### src/rtl/seg_scan_ctrl_if.sv
// Pin-side bundle for the 7-segment scanner: steering inputs in, registered display drive out.
// Master is the steering/status logic, slave is seg_scan_ctrl.
interface seg_scan_ctrl_if #(
   parameter int DIGITS = 4
);
   localparam int IW = (DIGITS > 1) ? $clog2(DIGITS) : 1;

   logic                  en;
   logic [4*DIGITS-1:0]   data;
   logic [DIGITS-1:0]     dp;
   logic [DIGITS-1:0]     digit_en;
   logic [DIGITS-1:0]     an;
   logic [6:0]            seg;
   logic                  dp_n;
   logic [IW-1:0]         digit_idx;

   modport master (
      output en, data, dp, digit_en,
      input  an, seg, dp_n, digit_idx
   );

   modport slave (
      input  en, data, dp, digit_en,
      output an, seg, dp_n, digit_idx
   );
endinterface

### src/rtl/seg_scan_ctrl.sv
// Multiplexed common-anode 7-seg scanner; define SEG_SCAN_LZB_EN for leading-zero blanking.
// All pins registered, one cycle behind cnt/idx; no backpressure, en low freezes the scan and blanks.
module seg_scan_ctrl #(
   parameter int DIGITS = 4,
   parameter int DIV    = 100000,
   parameter int BLANK  = 16
) (
   input  logic          clk,
   input  logic          rst,
   seg_scan_ctrl_if.slave bus
);
   localparam int IW = (DIGITS > 1) ? $clog2(DIGITS) : 1;
   localparam int CW = $clog2(DIV);

   logic [CW-1:0]         cnt;
   logic [IW-1:0]         idx;
   logic [4*DIGITS-1:0]   data_snap;
   logic [DIGITS-1:0]     dp_snap;
   logic [DIGITS-1:0]     den_snap;
   logic [DIGITS-1:0]     sup;

   logic [DIGITS-1:0]     an_q;
   logic [6:0]            seg_q;
   logic                  dp_n_q;
   logic [IW-1:0]         idx_q;

   logic [3:0]            nib_cur;
   logic                  dp_cur;
   logic                  den_cur;
   logic                  sup_cur;
   logic                  visible;
   logic [DIGITS-1:0]     an_next;
   logic                  slot_end;
   logic                  frame_end;

   function automatic logic [6:0] hex7(input logic [3:0] n);
      case (n)
         4'h0: hex7 = 7'b1000000;
         4'h1: hex7 = 7'b1111001;
         4'h2: hex7 = 7'b0100100;
         4'h3: hex7 = 7'b0110000;
         4'h4: hex7 = 7'b0011001;
         4'h5: hex7 = 7'b0010010;
         4'h6: hex7 = 7'b0000010;
         4'h7: hex7 = 7'b1111000;
         4'h8: hex7 = 7'b0000000;
         4'h9: hex7 = 7'b0010000;
         4'hA: hex7 = 7'b0001000;
         4'hB: hex7 = 7'b0000011;
         4'hC: hex7 = 7'b1000110;
         4'hD: hex7 = 7'b0100001;
         4'hE: hex7 = 7'b0000110;
         default: hex7 = 7'b0001110;
      endcase
   endfunction

`ifdef SEG_SCAN_LZB_EN
   // Walk down from the top digit; disabled digits do not break a run of leading zeros.
   always_comb begin
      logic run_zero;
      sup      = '0;
      run_zero = 1'b1;
      for (int k = DIGITS - 1; k >= 1; k--) begin
         if (den_snap[k]) begin
            if (data_snap[4*k +: 4] == 4'h0) begin
               sup[k] = run_zero && !dp_snap[k];
            end else begin
               run_zero = 1'b0;
            end
         end
      end
   end
`else
   assign sup = '0;
`endif

   always_comb begin
      nib_cur = 4'h0;
      dp_cur  = 1'b0;
      den_cur = 1'b0;
      sup_cur = 1'b0;
      for (int k = 0; k < DIGITS; k++) begin
         if (idx == IW'(k)) begin
            nib_cur = data_snap[4*k +: 4];
            dp_cur  = dp_snap[k];
            den_cur = den_snap[k];
            sup_cur = sup[k];
         end
      end
      visible = bus.en && den_cur && !sup_cur && (cnt >= CW'(BLANK));
      an_next = '1;
      for (int k = 0; k < DIGITS; k++) begin
         if (visible && (idx == IW'(k))) begin
            an_next[k] = 1'b0;
         end
      end
   end

   assign slot_end  = (cnt == CW'(DIV - 1));
   assign frame_end = slot_end && (idx == IW'(DIGITS - 1));

   always_ff @(posedge clk) begin
      if (rst) begin
         cnt       <= '0;
         idx       <= '0;
         data_snap <= bus.data;
         dp_snap   <= bus.dp;
         den_snap  <= bus.digit_en;
         an_q      <= '1;
         seg_q     <= 7'h7F;
         dp_n_q    <= 1'b1;
         idx_q     <= '0;
      end else begin
         an_q   <= an_next;
         seg_q  <= visible ? hex7(nib_cur) : 7'h7F;
         dp_n_q <= visible ? ~dp_cur : 1'b1;
         idx_q  <= idx;
         if (bus.en) begin
            if (slot_end) begin
               cnt <= '0;
               if (frame_end) begin
                  // Frame start: take a fresh snapshot so a frame never mixes old and new data.
                  idx       <= '0;
                  data_snap <= bus.data;
                  dp_snap   <= bus.dp;
                  den_snap  <= bus.digit_en;
               end else begin
                  idx <= idx + 1'b1;
               end
            end else begin
               cnt <= cnt + 1'b1;
            end
         end
      end
   end

   assign bus.an        = an_q;
   assign bus.seg       = seg_q;
   assign bus.dp_n      = dp_n_q;
   assign bus.digit_idx = idx_q;
endmodule

### src/flat_wrapper.sv
// flat-port wrapper written by rule: the top's interface ports become plain ports
module seg_scan_ctrl_flat 
#(
   parameter int DIGITS = 4,
   parameter int DIV    = 100000,
   parameter int BLANK  = 16
)
  (clk, rst, bus_en, bus_data, bus_dp, bus_digit_en, bus_an, bus_seg, bus_dp_n, bus_digit_idx);
  seg_scan_ctrl_if #(.DIGITS(DIGITS)) bus_i ();
  input  logic clk;
  input  logic rst;
  input wire logic [$bits(bus_i.en)-1:0] bus_en;
  input wire logic [$bits(bus_i.data)-1:0] bus_data;
  input wire logic [$bits(bus_i.dp)-1:0] bus_dp;
  input wire logic [$bits(bus_i.digit_en)-1:0] bus_digit_en;
  output wire logic [$bits(bus_i.an)-1:0] bus_an;
  output wire logic [$bits(bus_i.seg)-1:0] bus_seg;
  output wire logic [$bits(bus_i.dp_n)-1:0] bus_dp_n;
  output wire logic [$bits(bus_i.digit_idx)-1:0] bus_digit_idx;
  assign bus_i.en = bus_en;
  assign bus_i.data = bus_data;
  assign bus_i.dp = bus_dp;
  assign bus_i.digit_en = bus_digit_en;
  assign bus_an = bus_i.an;
  assign bus_seg = bus_i.seg;
  assign bus_dp_n = bus_i.dp_n;
  assign bus_digit_idx = bus_i.digit_idx;
  seg_scan_ctrl #(.DIGITS(DIGITS), .DIV(DIV), .BLANK(BLANK)) u_core (.clk(clk), .rst(rst), .bus(bus_i));
endmodule
### config.mk
export PLATFORM = sky130hd
export DESIGN_NAME = seg_scan_ctrl_flat
export DESIGN_NICKNAME = d
export VERILOG_FILES = /design/src/rtl/seg_scan_ctrl_if.sv /design/src/rtl/seg_scan_ctrl.sv /design/src/flat_wrapper.sv
export SDC_FILE = /design/constraint.sdc
export NUM_CORES = 1
export LEC_CHECK = 0
export ABC_AREA = 1
export BUFFER_PORTS_ARGS = -buffer_cell sky130_fd_sc_hd__buf_4
export CAP_MARGIN = 15
export CELL_PAD_IN_SITES_DETAIL_PLACEMENT = 0
export CELL_PAD_IN_SITES_GLOBAL_PLACEMENT = 1
export CORE_UTILIZATION = 30
export CTS_CLUSTER_DIAMETER = 120
export DETAILED_ROUTE_END_ITERATION = 6
export GPL_TIMING_DRIVEN = 1
export PLACE_DENSITY = 0.7
export SLEW_MARGIN = 40
export SYNTH_ARGS = -nofsm -noshare
export SYNTH_HDL_FRONTEND = slang
export SYNTH_SLANG_ARGS = --single-unit
### constraint.sdc
create_clock -name clk -period 3.1 [get_ports clk]
set_input_delay 0.155 -clock clk [delete_from_list [all_inputs] [get_ports clk]]
set_output_delay 0.155 -clock clk [all_outputs]
set_load 0.005 [all_outputs]
Word-level counts from Yosys, hierarchy flattened
Memory sizes are Yosys's and may differ from the RTL's. A register that Yosys moved wholly into a read port is not among the register bits. Index checks and enable logic that the tools add are counted.

Add/sub/neg operators: 2. $lt $le $gt $ge: 1. Eq/ne operators: 4. Multiplexer cells: 30. Bitwise logic cells: 2. Reductions and logical operators: 14.

Operators with widths (count): $mux W16 (4); $mux W4 (12); $add A17 B1 Y17 const B (1); $eq A17 B17 Y1 const B (1); $ge A17 B5 Y1 const B (1); $mux W17 (1); $mux W1 (12); $logic_and A1 B1 Y1 (7); $reduce_bool A2 Y1 (3); $eq A2 B2 Y1 const B (2); $reduce_and A3 Y1 (1); $add A2 B1 Y2 const B (1); $eq A2 B1 Y1 const B (1); $logic_not A2 Y1 (1); $mux W2 (1); $not A1 Y1 (2); $reduce_and A2 Y1 (1); $reduce_or A2 Y1 (1).

Flip-flop bits (word level): 50. Memory bits (read-only): 112. Input bits: 27. Logic and storage cells: 62. Memories kept: 1.

Memory list: (name not given) (words 16, width 7, read ports 1, clocked after memory_dff 1, write ports 0, RTL line seg_scan_ctrl.sv:37) `case (n)`.

Depth between registers and ports, before layout
Word-level depth: 9. Depth in mapped cells: 14.

Worst setup path after synthesis
Ideal clock, no wire load.

Path kind: flip-flop to flip-flop. From: register u_core.cnt[0]. To: register u_core.data_snap[0] (enable). Library setup time: 439 ps. Arrival: 2647 ps. Data required time: 2661 ps. Setup slack: 15 ps. Stages on the path, launching flop included: 6. Buffers on the path: 0. Path through: dfxtp_1 -> ha_1 -> nand2_1 -> nor2_2 -> nand4_2 -> o21ai_0.

Word-level cells in the longest chain between the ends: 4. Elaborated cells between the ends (all ways): 5. Those cells by class: 1 x eq/ne; 4 x reduce/logical.

Ends and longest elaborated chain: start, declared (RTL line seg_scan_ctrl.sv:15) `logic [CW-1:0] cnt;`; start signal, assigned (RTL line seg_scan_ctrl.sv:131) `cnt <= cnt + 1'b1;`; $eq A17 B17 Y1 (*) (RTL line seg_scan_ctrl.sv:99) `assign slot_end = (cnt == CW'(DIV - 1));`; $logic_and A1 B1 Y1 (RTL line seg_scan_ctrl.sv:100) `assign frame_end = slot_end && (idx == IW'(DIGITS - 1));`; $reduce_bool A2 Y1 (no line); $reduce_and A3 Y1 (no line) (*); end signal, assigned (RTL line seg_scan_ctrl.sv:106) `data_snap <= bus.data;`; end signal, assigned (RTL line seg_scan_ctrl.sv:124) `data_snap <= bus.data;`; end, declared (RTL line seg_scan_ctrl.sv:17) `logic [4*DIGITS-1:0] data_snap;`.

Mark *: on every way between the ends. The rest lies on a longest branch, timed or not. A chain may end at the register's enable or synchronous reset.

Worst setup path after layout
From: register u_core.idx[0]. To: register u_core.seg_q[3] (netlist: u_core.bus.seg[3]).

Word-level cells in the longest chain between the ends: 9. Elaborated cells between the ends (all ways): 16. Those cells by class: 3 x eq/ne; 8 x mux; 1 x bitwise; 4 x reduce/logical.

Ends and longest elaborated chain: start, declared (RTL line seg_scan_ctrl.sv:16) `logic [IW-1:0] idx;`; start signal, assigned (RTL line seg_scan_ctrl.sv:128) `idx <= idx + 1'b1;`; $logic_not A2 Y1 (RTL line seg_scan_ctrl.sv:83) `if (idx == IW'(k)) begin`; $mux W1 (4 in series) (RTL line seg_scan_ctrl.sv:83); $logic_and A1 B1 Y1 (2 in series) (RTL line seg_scan_ctrl.sv:90) `visible = bus.en && den_cur && !sup_cur && (cnt >= CW'(BLANK));`; $not A1 Y1 (no line); $reduce_or A2 Y1 (no line); end, declared (RTL line seg_scan_ctrl.sv:23) `logic [6:0] seg_q;`.

Several ways; a longest one is shown, not always the timed one.

==> summary.md <==
| Metric | Value |
|---|---|
| Outcome | finished with violations |
| Violated checks | design-rule violations |
| Slew Limit Fails | 0 |
| Synthesized Nets | roughly 340 |
| Crit Path Max Fanout | 9 |
| CP max stage cell | ha_1 |
| Layout area overhead | 31.67% |
| Max incr delay on CP | 0.43 ns |
| Postcts setup bufs | 0 |
| Sequential fraction of the synthesis area | 50.23% |
| Slew of the pin with the lowest slew margin | 0.5752 ns |
| Share of layout cells above drive strength 1 | 26.33% |
| Synthesized area per cell | 9.167 sq um |
| Slew headroom | around 60% |
| # IOs | 41 |
| Fin nets | 410 |
| Worst path cell trace | inv_1 -> ha_1 -> inv_6 -> nor2_1 -> nor2_1 -> a21boi_2 -> inv_1 -> ha_1 -> nand2_4 -> nand2_1 -> nand2_1 -> nand3_2 |
| Hold Crit Class | in2reg |
| Total number of vias | 2121 |
| Power per Cell Area | about 480 nW/um^2 |
| DRC Markers | 4 |
| H-tree lvl count | 3 |
| DR WL/cell | about 11 um |
| Post-Route Setup TNS | 0 ns |
| Layout Utilization | 41.12% |
| Clk Latency, worst-skew pair | around 0.34 ns |
| Post-synthesis cell area | 2750 sq um |
| Clk slew on worst S/H paths | roughly 0.07 ns |
| Max-cap viol count | 0 |
| CTS Root Cell | clkbuf_8 |
| Core region area | 8806 sq um |
| CTS tree | done |
| Final Hold Vio Count | 0 |
| Die ar. | 9554 sq um |
| DR iter-0 viols | 57 |
| VDD IR max | about 0.24 mV |
| # resized after CTS | 0 |
| Seq cells post-synth | between 50 and 60 |
| Vias in the first global route | slightly above 2000 |
| Die width | 97.75 um |
| First-pass GRT wire length | 9.563 mm |
| Remaining global-route overflow | 0 |
| GRT Resource Usage Total | 12.95% |
| Antenna viol nets, final | 0 |
| P_leak | 1.468 nW |
| Initial antenna violation count | 0 |
| Hold WS | 0.09876 ns |
| Initial DRT Pass Iterations | 6 |
| Total CTS buffers | 9 |
| Number of distinct library cells after synthesis | 37 |
| Critical path type | reg2reg |
| Port bufs | 40 |
| Drt total wl | approximately 5.5 mm |
| CTS Sinks | 57 |
| Setup violations, final | 0 |
| Unrepaired setup endpoints after global routing | false |
| Crit start category | register |
| Final critical-path share of the clock period | 70.51% |
| Finished Layout Cells | about 480 |
| Clock Path Buffers | 2 |
| Vias/cell | about 4.4 |
| Placer Congestion | 0.8259 |
| Layout Skew | around 0.0064 ns |
| Post-CTS Hold Fix Bufs | 24 |
| Rows | 34 |
| Final Instance Area | about 3600 sq um |
| Gate Count Post-Synth | 300 |
| Detailed placement HPWL | 3.935 mm |
| Fmax | 457.5 MHz |
| Largest net degree at the start of global routing | 25 |
| Inst Count DP | about 440 |
| Die H | around 98 um |
| Initial Utilization | 31.23% |
| Async set-or-reset flop fraction in the synthesized netlist | 0% |
| Arr. time, crit path | ~2.4 ns |
| Placement Cell Area | 3154 sq um |
| # diodes | 0 |
| Req. time, crit path | roughly 3.3 ns |
| Yosys warnings | 0 |
| Post-synth EDFFs | 24 |
| Crit end category | register |
| Min cycle time layout | 2.186 ns |
| Synth Flop Type | dfxtp_1 |
| # fillers | 830 |
layout make-up:
cell class | count | area, sq um | area share, %
clock buffer | 9 | 123.9 | 3.421
clock inverter | 7 | 102.6 | 2.833
inverter | 31 | 121.4 | 3.352
multi-input combinational | 207 | 1209 | 33.38
sequential | 57 | 1381 | 38.15
tap | 108 | 135.1 | 3.732
timing repair buffer | 65 | 548.0 | 15.13
cells in the mapped netlist (2+ instances only):
cell type / count / area, sq um
a21oi_1: 11 / 55.05
buf_4: 2 / 15.01
buf_6: 2 / 22.52
dfxtp_1: 33 / 660.6
edfxtp_1: 24 / 720.7
ha_1: 12 / 150.1
inv_1: 27 / 101.4
inv_2: 3 / 11.26
nand2_1: 63 / 236.5
nand2_2: 7 / 43.79
nand2_4: 4 / 45.04
nand3_1: 24 / 120.1
nand3_2: 9 / 90.09
nand4_1: 2 / 12.51
nor2_1: 39 / 146.4
nor2_2: 5 / 31.28
nor2_4: 3 / 33.78
nor3_1: 2 / 10.01
nor3_2: 2 / 20.02
o21ai_0: 6 / 30.03
xnor2_1: 2 / 17.52
xor2_1: 3 / 26.28
flip-flops by register name, indices dropped and copies added, names as in the netlist:
signal,count
u_core.bus.an,4
u_core.bus.digit_idx,2
u_core.bus.dp_n,1
u_core.bus.seg,7
u_core.cnt,17
u_core.data_snap,16
u_core.den_snap,4
u_core.dp_snap,4
u_core.idx,2
metal layers:
layer | GRT usage (%) | wire, um | vias up
met5 | 0 | 0 | -
met4 | 7.226 | 112 | 0
met3 | 4.080 | 245 | 11
met2 | 19.42 | 2369 | 49
met1 | 16.55 | 2801 | 940
li1 | - | - | 1121
stage by stage:
| stage | worst slack [ns] | total power, mW |
|---|---|---|
| final | 0.9140 | 1.754 |
| after global routing | 0.6752 | 1.837 |
| after CTS | 0.9008 | 1.784 |
| after detailed placement | 0.9104 | 0.9548 |
| after global placement | 0.9928 | 0.9558 |
| after floorplan | 0.01495 | 0.9101 |
kinds of logic (layout without fill, tap and decap cells):
| kind of cell | count (synthesis) | in the layout | synth area share, % |
|---|---|---|---|
| flops | 57 | 57 | 50.23 |
| simple gates | 165 | 165 | 30.89 |
| buf+inv | 36 | 112 | 5.960 |
| compound gates | 25 | 25 | 5.869 |
| xor+xnor | 5 | 5 | 1.593 |
| fa+ha+maj | 12 | 12 | 5.459 |
critical path, delay by kind of cell (launching register included):
kind / cells / cell delay (ns)
buffers and inverters: 3 / 0.32
and+or+nand+nor: 6 / 0.39
adders and majority gates: 2 / 0.69
DFF: 1 / 0.33
AOI/OAI and AO/OA: 1 / 0.31
power by group:
part	total, mW	internal, mW	leakage, nW	switching, mW
Clock	0.792	0.460	0.110	0.332
Combinational	0.140	0.0692	0.856	0.0705
Sequential	0.822	0.811	0.501	0.0102
cell usage in the layout (no fill, tap or decap), types with 2 or more instances in the layout:
cell type	count
bufinv_16	2
buf_4	41
nand3_2	9
nor3_2	2
inv_6	3
nor3_1	2
a21oi_1	11
nand2_1	63
nor2_4	3
edfxtp_1	24
nand3_1	24
ha_1	12
dlygate4sd3_1	24
xnor2_1	2
o21ai_0	5
inv_1	27
nor2_2	5
nand4_1	2
nand2_2	7
o21ai_2	2
clkbuf_8	9
inv_2	3
clkinv_4	2
dfxtp_1	33
nand2_4	4
nor2_1	39
xor2_1	3
worst paths after layout:
kind                                        start                 to  slack (ns)  cells past startpoint
worst max-delay path                u_core.idx[0]  u_core.bus.seg[3]        0.91                     12
worst min-delay path                          rst     u_core.cnt[14]         0.1                      2
worst max register to register      u_core.idx[0]  u_core.bus.seg[3]        0.91                     12
worst min register to register  u_core.dp_snap[3]    u_core.bus.dp_n        0.48                      1
Power figures use the tool's default switching activity.
